--- src/rtl/pipeline_hazard_ctrl.sv ---
// Hazard and sequencing controller for a 5-stage pipeline (IF/DE/EX/MEM/WB).
// Detects load-use hazards, flushes wrong-path instructions on a taken branch,
// selects EX forwarding sources and freezes the pipeline while data memory
// is busy. A stall that outlasts the timeout parks the block in a sticky error
// state until reset.
//
// Ports:
//   clk_i, rst_ni              clock, synchronous active-low reset
//   de_ir_i                    instruction currently in DE
//   ex_rs1_i/ex_rs2_i/ex_rd_i  register fields of the EX instruction
//   ex_mem_read_i              EX instruction is a load
//   ex_br_taken_i              branch/jump in EX resolved taken
//   mem_rd_i/mem_reg_write_i   destination and write flag of MEM instruction
//   wb_rd_i/wb_reg_write_i     destination and write flag of WB instruction
//   dmem_req_i/dmem_ready_i    data memory handshake from MEM stage
//   *_we_o                     pipeline register write enables
//   if_de_flush_o/de_ex_flush_o load a NOP into IF/DE or DE/EX
//   fwd_a_o/fwd_b_o            EX operand select: 00 regfile, 01 MEM, 10 WB
//   err_o                      sticky memory-timeout error
//   stall_cnt_o/flush_cnt_o    saturating stall and flush cycle counters
module pipeline_hazard_ctrl #(
  parameter int unsigned MemTimeout = 15,
  parameter int unsigned CntW       = 16
) (
  input  logic            clk_i,
  input  logic            rst_ni,
  input  logic [31:0]     de_ir_i,
  input  logic [4:0]      ex_rs1_i,
  input  logic [4:0]      ex_rs2_i,
  input  logic [4:0]      ex_rd_i,
  input  logic            ex_mem_read_i,
  input  logic            ex_br_taken_i,
  input  logic [4:0]      mem_rd_i,
  input  logic            mem_reg_write_i,
  input  logic [4:0]      wb_rd_i,
  input  logic            wb_reg_write_i,
  input  logic            dmem_req_i,
  input  logic            dmem_ready_i,
  output logic            pc_we_o,
  output logic            if_de_we_o,
  output logic            de_ex_we_o,
  output logic            ex_mem_we_o,
  output logic            mem_wb_we_o,
  output logic            if_de_flush_o,
  output logic            de_ex_flush_o,
  output logic [1:0]      fwd_a_o,
  output logic [1:0]      fwd_b_o,
  output logic            err_o,
  output logic [CntW-1:0] stall_cnt_o,
  output logic [CntW-1:0] flush_cnt_o
);

  localparam int unsigned WaitW = (MemTimeout < 2) ? 1 : $clog2(MemTimeout + 1);
  localparam logic [WaitW-1:0] TimeoutVal = WaitW'(MemTimeout);

  localparam logic [6:0] OpLui    = 7'b0110111;
  localparam logic [6:0] OpAuipc  = 7'b0010111;
  localparam logic [6:0] OpJal    = 7'b1101111;
  localparam logic [6:0] OpReg    = 7'b0110011;
  localparam logic [6:0] OpStore  = 7'b0100011;
  localparam logic [6:0] OpBranch = 7'b1100011;

  typedef enum logic [1:0] {StRun, StMemWait, StErrHalt} state_e;

  state_e            state_q, state_d;
  logic [WaitW-1:0]  wait_cnt_q, wait_cnt_d;
  logic [CntW-1:0]   stall_cnt_q, stall_cnt_d;
  logic [CntW-1:0]   flush_cnt_q, flush_cnt_d;

  logic [6:0] opcode;
  logic [4:0] de_rs1, de_rs2;
  logic       use_rs1, use_rs2, load_use, freeze;

  // DE decode: only the register fields an opcode actually reads count as uses.
  assign opcode  = de_ir_i[6:0];
  assign de_rs1  = de_ir_i[19:15];
  assign de_rs2  = de_ir_i[24:20];
  assign use_rs1 = (opcode != OpLui) && (opcode != OpAuipc) && (opcode != OpJal);
  assign use_rs2 = (opcode == OpReg) || (opcode == OpStore) || (opcode == OpBranch);

  assign load_use = ex_mem_read_i && (ex_rd_i != 5'd0) &&
                    ((use_rs1 && (ex_rd_i == de_rs1)) || (use_rs2 && (ex_rd_i == de_rs2)));

  // A ready response in MEM_WAIT releases the freeze in the same cycle.
  assign freeze = (state_q == StErrHalt) ||
                  ((state_q == StRun) && dmem_req_i && !dmem_ready_i) ||
                  ((state_q == StMemWait) && !dmem_ready_i);

  function automatic logic [1:0] fwd_sel(input logic [4:0] rs, input logic [4:0] mrd,
                                         input logic mwr, input logic [4:0] wrd,
                                         input logic wwr);
    if (mwr && (mrd != 5'd0) && (mrd == rs)) begin
      return 2'b01;
    end else if (wwr && (wrd != 5'd0) && (wrd == rs)) begin
      return 2'b10;
    end
    return 2'b00;
  endfunction

  always_comb begin
    state_d    = state_q;
    wait_cnt_d = wait_cnt_q;
    unique case (state_q)
      StRun: begin
        if (dmem_req_i && !dmem_ready_i) begin
          state_d    = StMemWait;
          wait_cnt_d = '0;
        end
      end
      StMemWait: begin
        if (dmem_ready_i) begin
          state_d = StRun;
        end else if (wait_cnt_q == TimeoutVal) begin
          state_d = StErrHalt;
        end else begin
          wait_cnt_d = wait_cnt_q + 1'b1;
        end
      end
      StErrHalt: state_d = StErrHalt;
      default:   state_d = StRun;
    endcase
  end

  always_comb begin
    stall_cnt_d = stall_cnt_q;
    flush_cnt_d = flush_cnt_q;
    if (freeze || (load_use && !ex_br_taken_i)) begin
      if (stall_cnt_q != '1) stall_cnt_d = stall_cnt_q + 1'b1;
    end else if (ex_br_taken_i) begin
      if (flush_cnt_q != '1) flush_cnt_d = flush_cnt_q + 1'b1;
    end
  end

  always_comb begin
    pc_we_o       = 1'b1;
    if_de_we_o    = 1'b1;
    de_ex_we_o    = 1'b1;
    ex_mem_we_o   = 1'b1;
    mem_wb_we_o   = 1'b1;
    if_de_flush_o = 1'b0;
    de_ex_flush_o = 1'b0;
    fwd_a_o       = fwd_sel(ex_rs1_i, mem_rd_i, mem_reg_write_i, wb_rd_i, wb_reg_write_i);
    fwd_b_o       = fwd_sel(ex_rs2_i, mem_rd_i, mem_reg_write_i, wb_rd_i, wb_reg_write_i);
    err_o         = rst_ni && (state_q == StErrHalt);
    if (!rst_ni) begin
      {pc_we_o, if_de_we_o, de_ex_we_o, ex_mem_we_o, mem_wb_we_o} = 5'b00000;
      if_de_flush_o = 1'b1;
      de_ex_flush_o = 1'b1;
      fwd_a_o       = 2'b00;
      fwd_b_o       = 2'b00;
    end else if (freeze) begin
      {pc_we_o, if_de_we_o, de_ex_we_o, ex_mem_we_o, mem_wb_we_o} = 5'b00000;
    end else if (ex_br_taken_i) begin
      // DE holds a wrong-path instruction, so any load-use match is moot.
      if_de_flush_o = 1'b1;
      de_ex_flush_o = 1'b1;
    end else if (load_use) begin
      pc_we_o       = 1'b0;
      if_de_we_o    = 1'b0;
      de_ex_flush_o = 1'b1;
    end
  end

  always_ff @(posedge clk_i) begin
    if (!rst_ni) begin
      state_q     <= StRun;
      wait_cnt_q  <= '0;
      stall_cnt_q <= '0;
      flush_cnt_q <= '0;
    end else begin
      state_q     <= state_d;
      wait_cnt_q  <= wait_cnt_d;
      stall_cnt_q <= stall_cnt_d;
      flush_cnt_q <= flush_cnt_d;
    end
  end

  assign stall_cnt_o = stall_cnt_q;
  assign flush_cnt_o = flush_cnt_q;

endmodule

--- config.mk ---
export PLATFORM = sky130hd
export DESIGN_NAME = pipeline_hazard_ctrl
export DESIGN_NICKNAME = d
export VERILOG_FILES = /design/src/rtl/pipeline_hazard_ctrl.sv
export SDC_FILE = /design/constraint.sdc
export NUM_CORES = 1
export LEC_CHECK = 0
export CORE_ASPECT_RATIO = 0.7
export CORE_MARGIN = 2
export CORE_UTILIZATION = 25
export CTS_CLUSTER_DIAMETER = 30
export DETAILED_ROUTE_END_ITERATION = 6
export GPL_TIMING_DRIVEN = 1
export PLACE_DENSITY = 0.51
export SLEW_MARGIN = 20
export SYNTH_ARGS = -nofsm -noshare
export SYNTH_HDL_FRONTEND = slang
export SYNTH_SLANG_ARGS = --single-unit
--- constraint.sdc ---
create_clock -name clk_i -period 2.2 [get_ports clk_i]
set_input_delay 0.44 -clock clk_i [delete_from_list [all_inputs] [get_ports clk_i]]
set_output_delay 0.44 -clock clk_i [all_outputs]
set_load 0.02 [all_outputs]
==> run metrics <==
status finished, violations left; failing checks setup timing; Pins Over Slew Limit 0; DIE WIDTH 120 um; fin worst setup slack -0.0527 ns; Post-Synthesis Cells about 290; I/O Pins 109; clock latency at the later pin of the worst-skew pair approximately 0.28 ns; HPWL Detailed 5.49 mm; reg2reg start state_q[0]; number of synthesized register bits 38; vias per cell approximately 4.7; PortBufs just over 90; period utilization 102%; leading area contributor after synthesis dfxtp_1; RSZ-0062 raised after global routing true; Leak between 1.5 and 2 nW; vias in the first global route about 2400; DR DRC count 0; Data required, critical path 1.76 ns; GRT Residual Overflow 0; min-delay src stall_cnt_o[15]; pre-CTS setup slack -0.959 ns; Clock Path Buffers 2; die area around 10000 sq um; clk sink count 38; Critical Path End Type output port; skew final 0.00816 ns; synthesized area per cell a little over 8 sq um; first-pass GRT wire length about 12 mm; Hold Crit Depth 2; Worst Path Class, Setup input port to output port; Overall Global Routing Usage between 10% and 20%; Detailed Route Iter0 Violations 97; Syn Nets 353; Die H between 80 and 90 um; Inserted Diodes 0; Post-synth EDFFs 0; Design Area, Final just over 4000 sq um; Setup violations, final 2; wire length per cell 13.8 um; Initial Util between 20% and 30%; final core utilization 44.3%; critical path peak fanout 2; final hold violation count 0; core area 9110 sq um; FP Rows 29; gpl congestion 0.873; TritonCTS clock tree built; relative slew slack a little under three quarters; ys async rst share 0%; f_max around 0.44 GHz; Worst setup SP type input port; Worst-Margin Slew 0.415 ns; VDD IR max ~0.0003 V; Synth-to-Final Area Change 70.7%; synthesized area between 2000 and 2500 sq um; Layout Nets slightly below 500; Initial DRT Pass Iterations 4; CTS root buf clkbuf_16; final wirelength 7.46 mm; WHS Endpoint stall_cnt_o[15]; via count between 2000 and 3000; area share of the largest cell type after synthesis between 30 and 40%; synth warn 0; Max-Cap Viols 0; Arr. time, crit path roughly 1.8 ns; H-tree depth 2; fin crit period 2.25 ns; r2r setup slk 0.26 ns; Synth area leaders dfxtp_1, xor2_1, xnor2_1; Routed Antenna Nets 0; worst hold path type flip-flop to flip-flop; reg2reg end stall_cnt_o[3]; dpl cell area 3700 sq um; CTS clk-pin slew, worst paths roughly 0.060 ns; register area share after synthesis between 30% and 40%; Top FF cell, synth dfxtp_1; reg2reg path depth 7; initial antenna violation count 0; largest net degree at the start of global routing 29; Power Dens Cells between 400 and 500 nW/um^2; Num CTS Buffers 5; post-synth cell types 47; share of layout cells above drive strength 1 29.3%
[per-layer routing]
layer / vias up / GRT usage [%] / wire length, um
li1: 1282 / - / -
met1: 1178 / 22.4 / 3950
met2: 60 / 21.8 / 3100
met3: 2 / 3.16 / 384
met4: 0 / 2.25 / 28
met5: - / 0 / 0
[through the flow]
step | power [W] | instances | hold slack (ns) | TNS (ns)
4_1_cts | 0.00194 | 541 | 0.512 | -0.0450
3_5_place_dp | 0.00109 | 531 | 0.498 | -16.30
2_1_floorplan | 0.000880 | 285 | 0.479 | -0.131
5_1_grt | 0.00202 | 541 | 0.541 | -0.230
6_report | 0.00193 | 541 | 0.511 | -0.0805
3_3_place_gp | 0.00109 | 531 | 0.489 | -15.89
[synth_stat cells, types with 2 or more instances]
| cell type | instances |
|---|---|
| xor2_1 | 30 |
| xnor2_1 | 18 |
| buf_2 | 2 |
| nand2b_1 | 6 |
| mux2i_1 | 5 |
| nand3_1 | 16 |
| buf_4 | 3 |
| nor2_1 | 25 |
| nor4b_1 | 3 |
| and3_1 | 4 |
| dfxtp_1 | 38 |
| or4_1 | 11 |
| o21ai_0 | 9 |
| clkbuf_1 | 5 |
| nor3_1 | 5 |
| o211ai_1 | 2 |
| nand2_1 | 23 |
| o31ai_1 | 6 |
| or3_1 | 4 |
| ha_1 | 3 |
| nor4_1 | 8 |
| a21oi_1 | 11 |
| inv_1 | 6 |
| and2_1 | 8 |
| nand4_1 | 12 |
[worst max-delay path, cell delays in order]
cell	delay, ns
clkdlybuf4s15_1	0.22
o211ai_1	0.15
or4_4	0.53
nor4_4	0.29
buf_4	0.18
[cells by family (layout without fill, tap and decap cells)]
logic type      count (synthesis)  in the layout  synth area share [%]
simple gates                  134            134                  31.5
xor+xnor                       48             48                  17.8
compound gates                 39             39                  11.1
flops                          38             38                  32.2
buf+inv                        18            150                  3.76
mux                             5              5                  2.12
fa+ha+maj                       3              3                  1.59
[how the worst max path moves through the flow]
stage / to / depth (start not counted) / from
floorplan: pc_we_o / 8 / ex_rd_i[1]
global placement: fwd_b_o[1] / 6 / mem_rd_i[1]
detailed placement: fwd_b_o[1] / 6 / mem_rd_i[1]
CTS: fwd_b_o[1] / 6 / wb_rd_i[4]
global route: fwd_b_o[1] / 6 / wb_rd_i[3]
finish: fwd_b_o[1] / 5 / rst_ni
[cells in the final DEF, fill, tap and decap left out, types with 4 or more instances in the layout]
| master | n |
|---|---|
| dfxtp_1 | 38 |
| inv_1 | 6 |
| nor3_1 | 5 |
| nand3_1 | 15 |
| nand2b_1 | 6 |
| or4_1 | 8 |
| xnor2_1 | 12 |
| and2_4 | 4 |
| or3_1 | 4 |
| buf_4 | 37 |
| dlymetal6s2s_1 | 5 |
| xor2_2 | 7 |
| nor2_1 | 24 |
| clkbuf_16 | 5 |
| and2_1 | 5 |
| o31ai_1 | 6 |
| xor2_1 | 23 |
| nor4_1 | 4 |
| clkdlybuf4s50_1 | 36 |
| nor4_4 | 4 |
| o21ai_0 | 6 |
| clkbuf_2 | 4 |
| dlygate4sd2_1 | 8 |
| nand4_1 | 12 |
| buf_2 | 16 |
| nand2_1 | 22 |
| buf_6 | 18 |
| a21oi_1 | 11 |
| clkdlybuf4s15_1 | 10 |
| mux2i_1 | 5 |
| xnor2_2 | 6 |
[registers in the layout, indices dropped and copies added (netlist names)]
name         count
flush_cnt_o     16
stall_cnt_o     16
wait_cnt_q       4
state_q          2
[where the power goes]
| group | internal (W) | total [W] | switching, W |
|---|---|---|---|
| Combinational | 0.000206 | 0.000399 | 0.000193 |
| Sequential | 0.000697 | 0.000707 | 0.0000102 |
| Clock | 0.000534 | 0.000822 | 0.000288 |
[layout make-up]
type                            instances  area (sq um)
Clock buffer                            5           125
Clock inverter                          3          45.0
Fill cell                             857          5070
Inverter                                7          26.3
Multi-Input combinational cell        229          1730
Sequential cell                        38           761
Tap cell                              124           155
Timing Repair Buffer                  135          1190
[repair_timing]
item / 4_1_cts / 5_1_grt
setup buffers: 3 / 0
pin swaps: 31 / 15
setup endpoints to repair: 28 / 17
gates resized for setup: 197 / 35
hold buffers: 0 / 0
(Power assumes the default switching activity.)
